File: src/rtl/axi2apb_cmd_burst_pkg.sv
// Shared definitions for the AXI-to-APB command stage: burst encodings,
// command FIFO entry sizing and the maximum legal beat size.
package axi2apb_cmd_burst_pkg;

  typedef enum logic [1:0] {
    BURST_FIXED = 2'd0,
    BURST_INCR  = 2'd1,
    BURST_WRAP  = 2'd2,
    BURST_RSVD  = 2'd3
  } burst_t;

  localparam int DEF_DATA_BITS = 32;

  function automatic int max_size(input int data_bits);
    return $clog2(data_bits / 8);
  endfunction

  localparam int MAX_SIZE = max_size(DEF_DATA_BITS);

  // Entry packs {id, addr, len, size[3], burst[2], err, read}
  function automatic int entry_bits(input int id_bits, input int addr_bits, input int len_bits);
    return id_bits + addr_bits + len_bits + 3 + 2 + 1 + 1;
  endfunction

endpackage

File: src/rtl/axi2apb_cmd_burst_if.sv
// AXI command channels plus the beat hand-off to the APB sequencer.
interface axi2apb_cmd_burst_if #(
  parameter int ID_BITS   = 4,
  parameter int ADDR_BITS = 32,
  parameter int LEN_BITS  = 4
);
  logic [ID_BITS-1:0]   AWID,    ARID;
  logic [ADDR_BITS-1:0] AWADDR,  ARADDR;
  logic [LEN_BITS-1:0]  AWLEN,   ARLEN;
  logic [2:0]           AWSIZE,  ARSIZE;
  logic [1:0]           AWBURST, ARBURST;
  logic                 AWVALID, ARVALID;
  logic                 AWREADY, ARREADY;
  logic                 finish_wr, finish_rd;
  logic                 cmd_empty, cmd_read, cmd_err, cmd_last;
  logic [ID_BITS-1:0]   cmd_id;
  logic [ADDR_BITS-1:0] cmd_addr;

  modport slave (
    input  AWID, AWADDR, AWLEN, AWSIZE, AWBURST, AWVALID,
    input  ARID, ARADDR, ARLEN, ARSIZE, ARBURST, ARVALID,
    input  finish_wr, finish_rd,
    output AWREADY, ARREADY,
    output cmd_empty, cmd_read, cmd_id, cmd_addr, cmd_err, cmd_last
  );

  modport master (
    output AWID, AWADDR, AWLEN, AWSIZE, AWBURST, AWVALID,
    output ARID, ARADDR, ARLEN, ARSIZE, ARBURST, ARVALID,
    output finish_wr, finish_rd,
    input  AWREADY, ARREADY,
    input  cmd_empty, cmd_read, cmd_id, cmd_addr, cmd_err, cmd_last
  );
endinterface

File: src/rtl/axi2apb_beat_gen.sv
// Walks the FIFO head command beat by beat: counter, next address, last flag.
// AXI2APB_WRAP_EN builds WRAP addressing; otherwise WRAP falls back to FIXED.
module axi2apb_beat_gen
  import axi2apb_cmd_burst_pkg::*;
#(
  parameter int ADDR_BITS = 32,
  parameter int LEN_BITS  = 4
) (
  input  logic                 clk,
  input  logic                 reset,
  input  logic                 empty,
  input  logic                 read,
  input  logic                 finish_wr,
  input  logic                 finish_rd,
  input  logic [ADDR_BITS-1:0] start_addr,
  input  logic [LEN_BITS-1:0]  len,
  input  logic [2:0]           size,
  input  logic [1:0]           burst,
  output logic [ADDR_BITS-1:0] beat_addr,
  output logic                 beat_last,
  output logic                 entry_pop
);
  logic [LEN_BITS-1:0]  cnt;
  logic [ADDR_BITS-1:0] cur_addr, next_addr, incr;
  logic                 beat_pop;
`ifdef AXI2APB_WRAP_EN
  logic [ADDR_BITS-1:0] wrap_mask;
  assign wrap_mask = ((ADDR_BITS'(len) + 1'b1) << size) - 1'b1;
`endif

  // Beat 0 reads straight from the FIFO head so a fresh entry needs no load cycle
  assign beat_addr = (cnt == '0) ? start_addr : cur_addr;
  assign beat_last = (cnt == len);
  assign beat_pop  = ~empty & (read ? finish_rd : finish_wr);
  assign entry_pop = beat_pop & beat_last;
  assign incr      = ADDR_BITS'(1) << size;

  always_comb begin
    next_addr = beat_addr;
    case (burst_t'(burst))
      BURST_INCR: next_addr = beat_addr + incr;
`ifdef AXI2APB_WRAP_EN
      BURST_WRAP: next_addr = (beat_addr & ~wrap_mask) | ((beat_addr + incr) & wrap_mask);
`endif
      default:    next_addr = beat_addr;
    endcase
  end

  always_ff @(posedge clk) begin
    if (reset) begin
      cnt      <= '0;
      cur_addr <= '0;
    end else if (beat_pop) begin
      if (beat_last) begin
        cnt <= '0;
      end else begin
        cnt      <= cnt + 1'b1;
        cur_addr <= next_addr;
      end
    end
  end
endmodule

File: src/rtl/prgen_fifo.sv
// Plain synchronous FIFO; head entry is visible combinationally on dout.
module prgen_fifo #(
  parameter int WIDTH = 8,
  parameter int DEPTH = 4
) (
  input  logic             clk,
  input  logic             reset,
  input  logic             push,
  input  logic             pop,
  input  logic [WIDTH-1:0] din,
  output logic [WIDTH-1:0] dout,
  output logic             empty,
  output logic             full
);
  localparam int AW = $clog2(DEPTH);

  logic [WIDTH-1:0] mem [DEPTH];
  logic [AW-1:0]    wr_ptr, rd_ptr;
  logic [AW:0]      count;
  logic             do_push, do_pop;

  assign empty   = (count == '0);
  assign full    = (count == (AW+1)'(DEPTH));
  assign do_push = push & ~full;
  assign do_pop  = pop & ~empty;
  assign dout    = mem[rd_ptr];

  always_ff @(posedge clk) begin
    if (do_push) mem[wr_ptr] <= din;
  end

  always_ff @(posedge clk) begin
    if (reset) begin
      wr_ptr <= '0;
      rd_ptr <= '0;
      count  <= '0;
    end else begin
      if (do_push) wr_ptr <= wr_ptr + 1'b1;
      if (do_pop)  rd_ptr <= rd_ptr + 1'b1;
      count <= count + (AW+1)'(do_push) - (AW+1)'(do_pop);
    end
  end
endmodule

File: src/rtl/axi2apb_cmd_burst.sv
// AXI-to-APB command stage: AW/AR round-robin, command checking, queueing and
// per-beat expansion. AXI2APB_WRAP_EN enables WRAP bursts (else they are errors).
module axi2apb_cmd_burst
  import axi2apb_cmd_burst_pkg::*;
#(
  parameter int ID_BITS   = 4,
  parameter int ADDR_BITS = 32,
  parameter int DATA_BITS = 32,
  parameter int CMD_DEPTH = 4,
  parameter int LEN_BITS  = 4
) (
  input logic               clk,
  input logic               reset,
  axi2apb_cmd_burst_if.slave bus
);
  localparam int MAX_SZ = max_size(DATA_BITS);
  localparam int EW     = entry_bits(ID_BITS, ADDR_BITS, LEN_BITS);
  localparam int SPAN_W = LEN_BITS + 14;

  logic                 prio_read, sel_read, push, full, empty, fifo_pop;
  logic [ID_BITS-1:0]   in_id, h_id;
  logic [ADDR_BITS-1:0] in_addr, h_addr, align_mask, beat_addr;
  logic [LEN_BITS-1:0]  in_len, h_len;
  logic [2:0]           in_size, h_size;
  burst_t               in_burst;
  logic [1:0]           h_burst;
  logic                 in_err, h_err, h_read, beat_last;
  logic                 misaligned, cross_4k, wrap_bad;
  logic [SPAN_W-1:0]    span_end;
  logic [EW-1:0]        din, dout;

  always_comb begin
    if (bus.ARVALID && bus.AWVALID) sel_read = prio_read;
    else if (bus.ARVALID)           sel_read = 1'b1;
    else if (bus.AWVALID)           sel_read = 1'b0;
    else                            sel_read = prio_read;
  end

  assign bus.ARREADY = ~reset & ~full & sel_read;
  assign bus.AWREADY = ~reset & ~full & ~sel_read;
  assign push = (bus.ARVALID & bus.ARREADY) | (bus.AWVALID & bus.AWREADY);

  always_ff @(posedge clk) begin
    if (reset)     prio_read <= 1'b1;
    else if (push) prio_read <= ~prio_read;
  end

  assign in_id    = sel_read ? bus.ARID    : bus.AWID;
  assign in_addr  = sel_read ? bus.ARADDR  : bus.AWADDR;
  assign in_len   = sel_read ? bus.ARLEN   : bus.AWLEN;
  assign in_size  = sel_read ? bus.ARSIZE  : bus.AWSIZE;
  assign in_burst = burst_t'(sel_read ? bus.ARBURST : bus.AWBURST);

  assign align_mask = (ADDR_BITS'(1) << in_size) - 1'b1;
  assign misaligned = |(in_addr & align_mask);
  assign span_end   = SPAN_W'(in_addr[11:0]) + ((SPAN_W'(in_len) + 1'b1) << in_size);
  assign cross_4k   = span_end > SPAN_W'(4096);
`ifdef AXI2APB_WRAP_EN
  assign wrap_bad = !(int'(in_len) == 1 || int'(in_len) == 3 ||
                      int'(in_len) == 7 || int'(in_len) == 15);
`else
  assign wrap_bad = 1'b1;
`endif

  assign in_err = (in_size > 3'(MAX_SZ)) || (in_burst == BURST_RSVD) || misaligned ||
                  ((in_burst == BURST_INCR) && cross_4k) ||
                  ((in_burst == BURST_WRAP) && wrap_bad);

  assign din = {in_id, in_addr, in_len, in_size, in_burst, in_err, sel_read};
  assign {h_id, h_addr, h_len, h_size, h_burst, h_err, h_read} = dout;

  prgen_fifo #(.WIDTH(EW), .DEPTH(CMD_DEPTH)) u_fifo (
    .clk(clk), .reset(reset), .push(push), .pop(fifo_pop),
    .din(din), .dout(dout), .empty(empty), .full(full)
  );

  axi2apb_beat_gen #(.ADDR_BITS(ADDR_BITS), .LEN_BITS(LEN_BITS)) u_beat_gen (
    .clk(clk), .reset(reset), .empty(empty), .read(h_read),
    .finish_wr(bus.finish_wr), .finish_rd(bus.finish_rd),
    .start_addr(h_addr), .len(h_len), .size(h_size), .burst(h_burst),
    .beat_addr(beat_addr), .beat_last(beat_last), .entry_pop(fifo_pop)
  );

  // Idle outputs read as a neutral read beat so the sequencer sees clean values
  assign bus.cmd_empty = empty;
  assign bus.cmd_read  = empty | h_read;
  assign bus.cmd_id    = empty ? '0 : h_id;
  assign bus.cmd_addr  = empty ? '0 : beat_addr;
  assign bus.cmd_err   = ~empty & h_err;
  assign bus.cmd_last  = ~empty & beat_last;
endmodule

File: src/flat_wrapper.sv
// flat-port wrapper written by rule: the top's interface ports become plain ports
module axi2apb_cmd_burst_flat import axi2apb_cmd_burst_pkg::*;
#(
  parameter int ID_BITS   = 4,
  parameter int ADDR_BITS = 32,
  parameter int DATA_BITS = 32,
  parameter int CMD_DEPTH = 4,
  parameter int LEN_BITS  = 4
)
  (clk, reset, bus_AWID, bus_AWADDR, bus_AWLEN, bus_AWSIZE, bus_AWBURST, bus_AWVALID, bus_ARID, bus_ARADDR, bus_ARLEN, bus_ARSIZE, bus_ARBURST, bus_ARVALID, bus_finish_wr, bus_finish_rd, bus_AWREADY, bus_ARREADY, bus_cmd_empty, bus_cmd_read, bus_cmd_id, bus_cmd_addr, bus_cmd_err, bus_cmd_last);
  axi2apb_cmd_burst_if #(.ID_BITS(ID_BITS), .ADDR_BITS(ADDR_BITS), .LEN_BITS(LEN_BITS)) bus_i ();
  input logic clk;
  input logic reset;
  input wire logic [$bits(bus_i.AWID)-1:0] bus_AWID;
  input wire logic [$bits(bus_i.AWADDR)-1:0] bus_AWADDR;
  input wire logic [$bits(bus_i.AWLEN)-1:0] bus_AWLEN;
  input wire logic [$bits(bus_i.AWSIZE)-1:0] bus_AWSIZE;
  input wire logic [$bits(bus_i.AWBURST)-1:0] bus_AWBURST;
  input wire logic [$bits(bus_i.AWVALID)-1:0] bus_AWVALID;
  input wire logic [$bits(bus_i.ARID)-1:0] bus_ARID;
  input wire logic [$bits(bus_i.ARADDR)-1:0] bus_ARADDR;
  input wire logic [$bits(bus_i.ARLEN)-1:0] bus_ARLEN;
  input wire logic [$bits(bus_i.ARSIZE)-1:0] bus_ARSIZE;
  input wire logic [$bits(bus_i.ARBURST)-1:0] bus_ARBURST;
  input wire logic [$bits(bus_i.ARVALID)-1:0] bus_ARVALID;
  input wire logic [$bits(bus_i.finish_wr)-1:0] bus_finish_wr;
  input wire logic [$bits(bus_i.finish_rd)-1:0] bus_finish_rd;
  output wire logic [$bits(bus_i.AWREADY)-1:0] bus_AWREADY;
  output wire logic [$bits(bus_i.ARREADY)-1:0] bus_ARREADY;
  output wire logic [$bits(bus_i.cmd_empty)-1:0] bus_cmd_empty;
  output wire logic [$bits(bus_i.cmd_read)-1:0] bus_cmd_read;
  output wire logic [$bits(bus_i.cmd_id)-1:0] bus_cmd_id;
  output wire logic [$bits(bus_i.cmd_addr)-1:0] bus_cmd_addr;
  output wire logic [$bits(bus_i.cmd_err)-1:0] bus_cmd_err;
  output wire logic [$bits(bus_i.cmd_last)-1:0] bus_cmd_last;
  assign bus_i.AWID = bus_AWID;
  assign bus_i.AWADDR = bus_AWADDR;
  assign bus_i.AWLEN = bus_AWLEN;
  assign bus_i.AWSIZE = bus_AWSIZE;
  assign bus_i.AWBURST = bus_AWBURST;
  assign bus_i.AWVALID = bus_AWVALID;
  assign bus_i.ARID = bus_ARID;
  assign bus_i.ARADDR = bus_ARADDR;
  assign bus_i.ARLEN = bus_ARLEN;
  assign bus_i.ARSIZE = bus_ARSIZE;
  assign bus_i.ARBURST = bus_ARBURST;
  assign bus_i.ARVALID = bus_ARVALID;
  assign bus_i.finish_wr = bus_finish_wr;
  assign bus_i.finish_rd = bus_finish_rd;
  assign bus_AWREADY = bus_i.AWREADY;
  assign bus_ARREADY = bus_i.ARREADY;
  assign bus_cmd_empty = bus_i.cmd_empty;
  assign bus_cmd_read = bus_i.cmd_read;
  assign bus_cmd_id = bus_i.cmd_id;
  assign bus_cmd_addr = bus_i.cmd_addr;
  assign bus_cmd_err = bus_i.cmd_err;
  assign bus_cmd_last = bus_i.cmd_last;
  axi2apb_cmd_burst #(.ID_BITS(ID_BITS), .ADDR_BITS(ADDR_BITS), .DATA_BITS(DATA_BITS), .CMD_DEPTH(CMD_DEPTH), .LEN_BITS(LEN_BITS)) u_core (.clk(clk), .reset(reset), .bus(bus_i));
endmodule
File: config.mk
export PLATFORM = sky130hd
export DESIGN_NAME = axi2apb_cmd_burst_flat
export DESIGN_NICKNAME = d
export VERILOG_FILES = /design/src/rtl/axi2apb_cmd_burst_pkg.sv /design/src/rtl/axi2apb_cmd_burst_if.sv /design/src/rtl/axi2apb_beat_gen.sv /design/src/rtl/prgen_fifo.sv /design/src/rtl/axi2apb_cmd_burst.sv /design/src/flat_wrapper.sv
export SDC_FILE = /design/constraint.sdc
export NUM_CORES = 1
export LEC_CHECK = 0
export ABC_AREA = 1
export ABC_CLOCK_PERIOD_IN_PS = 9080
export BUFFER_PORTS_ARGS = -buffer_cell sky130_fd_sc_hd__buf_2
export CAP_MARGIN = 20
export CORE_MARGIN = 5
export CORE_UTILIZATION = 45
export CTS_BUF_LIST = sky130_fd_sc_hd__clkbuf_16
export CTS_CLUSTER_SIZE = 30
export DETAILED_ROUTE_END_ITERATION = 6
export GPL_TIMING_DRIVEN = 0
export PLACE_DENSITY_LB_ADDON = 0.1
export SLEW_MARGIN = 10
export SYNTH_ARGS = -nofsm -noshare
export SYNTH_HDL_FRONTEND = slang
export SYNTH_SLANG_ARGS = --single-unit
File: constraint.sdc
create_clock -name clk -period 9.08 [get_ports clk]
set_input_delay 2.27 -clock clk [delete_from_list [all_inputs] [get_ports clk]]
set_output_delay 2.27 -clock clk [all_outputs]
set_load 0.01 [all_outputs]
# --- Word level (Yosys, flattened, before mapping) ---
# Memories as Yosys holds them, arrays and structs flattened. A register that Yosys moved wholly into a read port is not among the register bits.
# Cells that the tools add are included.
word_totals:
  reg_bits: 44
  mem_bits_rw: 188
  input_bits: 96
  out_inout_bits: 42
  elab_cells: 75
  mem_count: 1
mem_list:
  columns: ["memory", "words", "word_bits", "read_ports", "rd_ports_with_merged_regs", "write_ports", "line_no", "text"]
  rows:
  - ["u_core.u_fifo.mem", 4, 47, 1, 1, 1, "prgen_fifo.sv:17", "logic [WIDTH-1:0] mem [DEPTH];"]
op_classes:
  n_addsub: 9
  n_lt_le_gt_ge: 2
  eq_ne: 6
  n_shift: 3
  muxes: 18
  n_bitwise: 20
  reduce_logical: 10
op_table:
  columns: ["op", "n"]
  rows:
  - ["$mux 32", 4]
  - ["$shl 1x3->32 const A", 2]
  - ["$add 32x32->32", 1]
  - ["$and 32x32->32", 1]
  - ["$reduce_or 32->1", 1]
  - ["$sub 32x1->32 const B", 1]
  - ["$add 12x18->18", 1]
  - ["$gt 18x13->1 const B", 1]
  - ["$shl 18x3->18", 1]
  - ["$mux 4", 4]
  - ["$and 1x1->1", 11]
  - ["$mux 1", 6]
  - ["$mux 2", 3]
  - ["$not 1->1", 6]
  - ["$add 4x1->5 const B", 1]
  - ["$add 2x1->2 const B", 2]
  - ["$add 4x1->4 const B", 1]
  - ["$eq 2x1->1 const B", 2]
  - ["$eq 2x2->1 const B", 2]
  - ["$eq 4x4->1", 1]
  - ["$logic_not 4->1", 1]
  - ["$logic_or 1x1->1", 4]
  - ["$add 3x1->3", 1]
  - ["$eq 3x3->1 const B", 1]
  - ["other kinds (7)", 9]

# --- Longest topological paths before layout ---
depth:
  word_depth: 11
  depth_mapped: 26
  ltp_nobuf: 26

# --- Cells and area by module ---
# From an unflattened synthesis, not the netlist that was laid out.
hier_totals:
  hier_cells: 1500
  hier_area_um2: 13237.7
modules_own_cells:
  columns: ["mod", "instances", "cells_each", "area_each_um2", "seq_area_each_um2"]
  rows:
  - ["prgen_fifo", 1, 524, 7863.8, 5825.6]
  - ["axi2apb_beat_gen", 1, 524, 3304.4, 720.7]
  - ["axi2apb_cmd_burst", 1, 452, 2069.5, 20.0]

# --- Least setup slack after synthesis ---
# Ideal clock, no wire load.
synth_path:
  kind: "input port to output port"
  start: "in bus_ARVALID"
  end: "out bus_AWREADY"
  arrival_ns: 3.356
  required_time_ns: 6.810
  path_slack_ns: 3.454
  cell_stages: 7
  path_cell_list: "inv_1 -> o21ai_1 -> nand2_1 -> inv_1 -> clkbuf_1 -> clkbuf_1 -> nor2_1"
synth_via:
  elab_chain_cells: 4
  word_cells_on_any_way: 5
  classes_between: "mux (2); bitwise (2); reduce/logical (1)"
synth_lines:
  columns: ["item", "line_no", "text"]
  rows:
  - ["start, declared", "flat_wrapper.sv:25", "input wire logic [$bits(bus_i.ARVALID)-1:0] bus_ARVALID;"]
  - ["$mux 1 / $logic_and 1x1->1 (equally long branches)", "axi2apb_cmd_burst.sv:34, axi2apb_cmd_burst.sv:33", null]
  - ["$mux 1 (*)", "axi2apb_cmd_burst.sv:33", "if (bus.ARVALID && bus.AWVALID) sel_read = prio_read;"]
  - ["net u_core.sel_read", "axi2apb_cmd_burst.sv:20", "logic prio_read, sel_read, push, full, empty, fifo_pop;"]
  - ["$not 1->1 (*)", "axi2apb_cmd_burst.sv:40", "assign bus.AWREADY = ~reset & ~full & ~sel_read;"]
  - ["$and 1x1->1 (*)", "axi2apb_cmd_burst.sv:40", null]
  - ["end, declared", "flat_wrapper.sv:28", "output wire logic [$bits(bus_i.AWREADY)-1:0] bus_AWREADY;"]
# Mark *: on every way through the listed nets, which the timed path passes. The rest lies on a longest branch.

# --- Final worst setup path ---
# Ends and elaborated chain as after synthesis.

==> flow_metrics.tcl <==
set metrics [dict create \
    yosysUniqueCellTypes 42 \
    num-nets-final 1865 \
    setup_tns_ns 0 \
    antenna_found_initial 0 \
    fin_worst_skew_ns 0.00840 \
    clock_path_buffers 3 \
    cts_buffers 26 \
    ant_nets 0 \
    p_leak_nw 6.82 \
    syn_area_um2 12800 \
    rows 61 \
    slowest_stage "clkbuf_1" \
    vias 10700 \
    hold_viol_final 0 \
    first_pass_iters 5 \
    rsz0062_at_grt "false" \
    period_share_pct 75.3 \
    synth_enable_flop_cells 188 \
    crit_path_max_fanout 13 \
    grt_pass1_wl_um 55400 \
    drive_gt1_share_pct 16.1 \
    cts.sinks 234 \
    peakVddDrop_uv 132 \
    insertion_delay_ns 0.53 \
    netlist_instances 1564 \
    min_period_ns 6.84 \
    routedWlPerCell_um 16.9 \
    slew_headroom_pct 29.9 \
    grt_pass1_vias 9956 \
    fin_util_pct 54.0 \
    clkTransAtPathRegs_ns 0.06 \
    hold_class "reg2reg" \
    routabilityCongestion 0.938 \
    maxCapViolCount 0 \
    syn_nets 1693 \
    io_buffers 136 \
    async_reset_ff_share_pct 0 \
    seq_area_frac_synth_pct 51.3 \
    fmax_mhz 146 \
    ys_ff_latch 234 \
    tightest_slew_ns 1.05 \
    drc 0 \
    holdBufCountCts 0 \
    post_cts_buffers 0 \
    synthTopCellsByArea "edfxtp_1 44%, nand2_1 14%, dfxtp_1 7.2%, nor2_1 5.3%, inv_1 5.2%" \
    initial_core_util_pct 45.9 \
    avgSynthCellArea_um2 8.19 \
    ioPinCount 138 \
    critPathRequiredTime_ns 6.81 \
    hpwl_um 27100 \
    die_w_um 179 \
    die_h_um 179 \
    dieArea_um2 31900 \
    grt_max_degree 26 \
    maxSlewViolCount 0 \
    ctsResizeCount 0 \
    cts-htree-levels 1 \
    num_antenna_cells 0 \
    core_um2 27900 \
    end_kind "output pin" \
    ys.flop_type "edfxtp_1" \
    syn2layout_area_growth_pct 17.7 \
    finalPower_mw 3.45 \
    synth_common_cells "475 x nand2_1, 188 x edfxtp_1, 181 x nor2_1, 179 x inv_1, 105 x nand3_1" \
    setup_viol 0 \
    yosys.area.top_type "edfxtp_1" \
    grtUsageTotal_pct 22.5 \
    cts_tree "built" \
    drtIter0Drc 1056 \
    cts-root-buf "clkbuf_16" \
    ys_warn_count 0 \
    status "finished clean" \
    synth_top_area_share_pct 44.1 \
    power_density_nw_per_um2 229 \
    vias_per_cell 5.02 \
    setup.worst_path.class "in2out" \
    r2r_setup_slack_ns 4.57 \
    overflow 0 \
    crit_chain "buf_2 > inv_1 > o21ai_1 > nand2_1 > inv_1 > clkbuf_1 > clkbuf_1 > nor2_1 > buf_2" \
    critPathLaunchType "input pin" \
    crit_path_max_incr_delay_ns 0.83 \
    critical_path_arrival_ns 4.57 \
    yosys.cell_count.top_type "nand2_1" \
    wl_um 36200 \
]
==> final cells by class <==
class / instances / area [um2]
Fill cell: 2638 / 12900
Sequential cell: 234 / 6570
Tap cell: 378 / 473
Clock buffer: 26 / 651
Clock inverter: 22 / 262
Multi-Input combinational cell: 1076 / 5170
Inverter: 188 / 708
Timing Repair Buffer: 144 / 856
Buffer: 66 / 390
==> worst paths after layout <==
| check | start | cells after the start | to |
|---|---|---|---|
| hold / removal | u_core.u_beat_gen.cur_addr[4]$_SDFFE_PP0P_ | 2 | u_core.u_beat_gen.cur_addr[4]$_SDFFE_PP0P_ |
| setup / recovery | bus_ARVALID | 9 | bus_AWREADY |
| hold reg to reg | u_core.u_beat_gen.cur_addr[4]$_SDFFE_PP0P_ | 2 | u_core.u_beat_gen.cur_addr[4]$_SDFFE_PP0P_ |
| setup reg to reg | u_core.prio_read$_SDFFE_PP1N_ | 19 | u_core.u_fifo.mem[3][1]$_DFFE_PP_ |
==> where the power goes <==
group / switching (mW) / total, mW / internal [mW]
Clock: 0.419 / 1.11 / 0.690
Combinational: 0.702 / 1.02 / 0.320
Sequential: 0.0328 / 1.32 / 1.28
Total: 1.15 / 3.45 / 2.29
==> metrics by stage <==
step                instances  hold slack, ns  setup slack (ns)  instance area, um2
floorplan                1564           0.440              3.45               12800
global placement         2078           0.457              1.51               14000
detailed placement       2086           0.466              2.34               14200
CTS                      2134           0.475              2.33               15100
global route             2134           0.514              2.17               15100
finish                   2134           0.477              2.24               15100
==> per-layer routing <==
layer / wire length, um / global-route usage (%) / share of wire [%]
met1: 17400 / 33.9 / 48
met2: 15800 / 34.8 / 44
met3: 2200 / 3.18 / 6.1
met4: 755 / 4.86 / 2.1
met5: 0 / 0 / 0
==> sequential cells by signal (all words and copies together) (netlist names), named ones only <==
name and flops:
u_core.u_fifo.rd_ptr 2, u_core.u_beat_gen.cur_addr 32, u_core.u_fifo.mem 188, u_core.prio_read 1, u_core.u_beat_gen.cnt 4, u_core.u_fifo.wr_ptr 2
u_core.u_fifo.count 3
==> worst max-delay path, delay by kind of cell <==
| kind | cells | cell delay [ns] |
|---|---|---|
| buffers and inverters | 6 | 1.84 |
| AND/OR/NAND/NOR | 2 | 0.33 |
| AO/OA/AOI/OAI | 1 | 0.12 |
==> kinds of logic (layout without fill, tap and decap cells) <==
family,count (synthesis),count (layout),share of synthesized area [%]
buf+inv,254,446,8.58
simple gates,832,832,27.1
flops,234,234,51.3
fa+ha+maj,33,33,3.40
mux,1,1,0.0781
xor+xnor,32,32,2.19
compound gates,178,178,7.44
==> cell usage in the layout (no fill, tap or decap), types with 28 or more instances in the layout <==
cell type and instances:
a21oi_1 59, buf_2 159, dfxtp_1 46, edfxtp_1 188, ha_1 30, inv_1 185
nand2_1 475, nand3_1 105, nor2_1 177, o21ai_0 81, xor2_1 28
No activity file was read; power rests on OpenSTA's default activity.
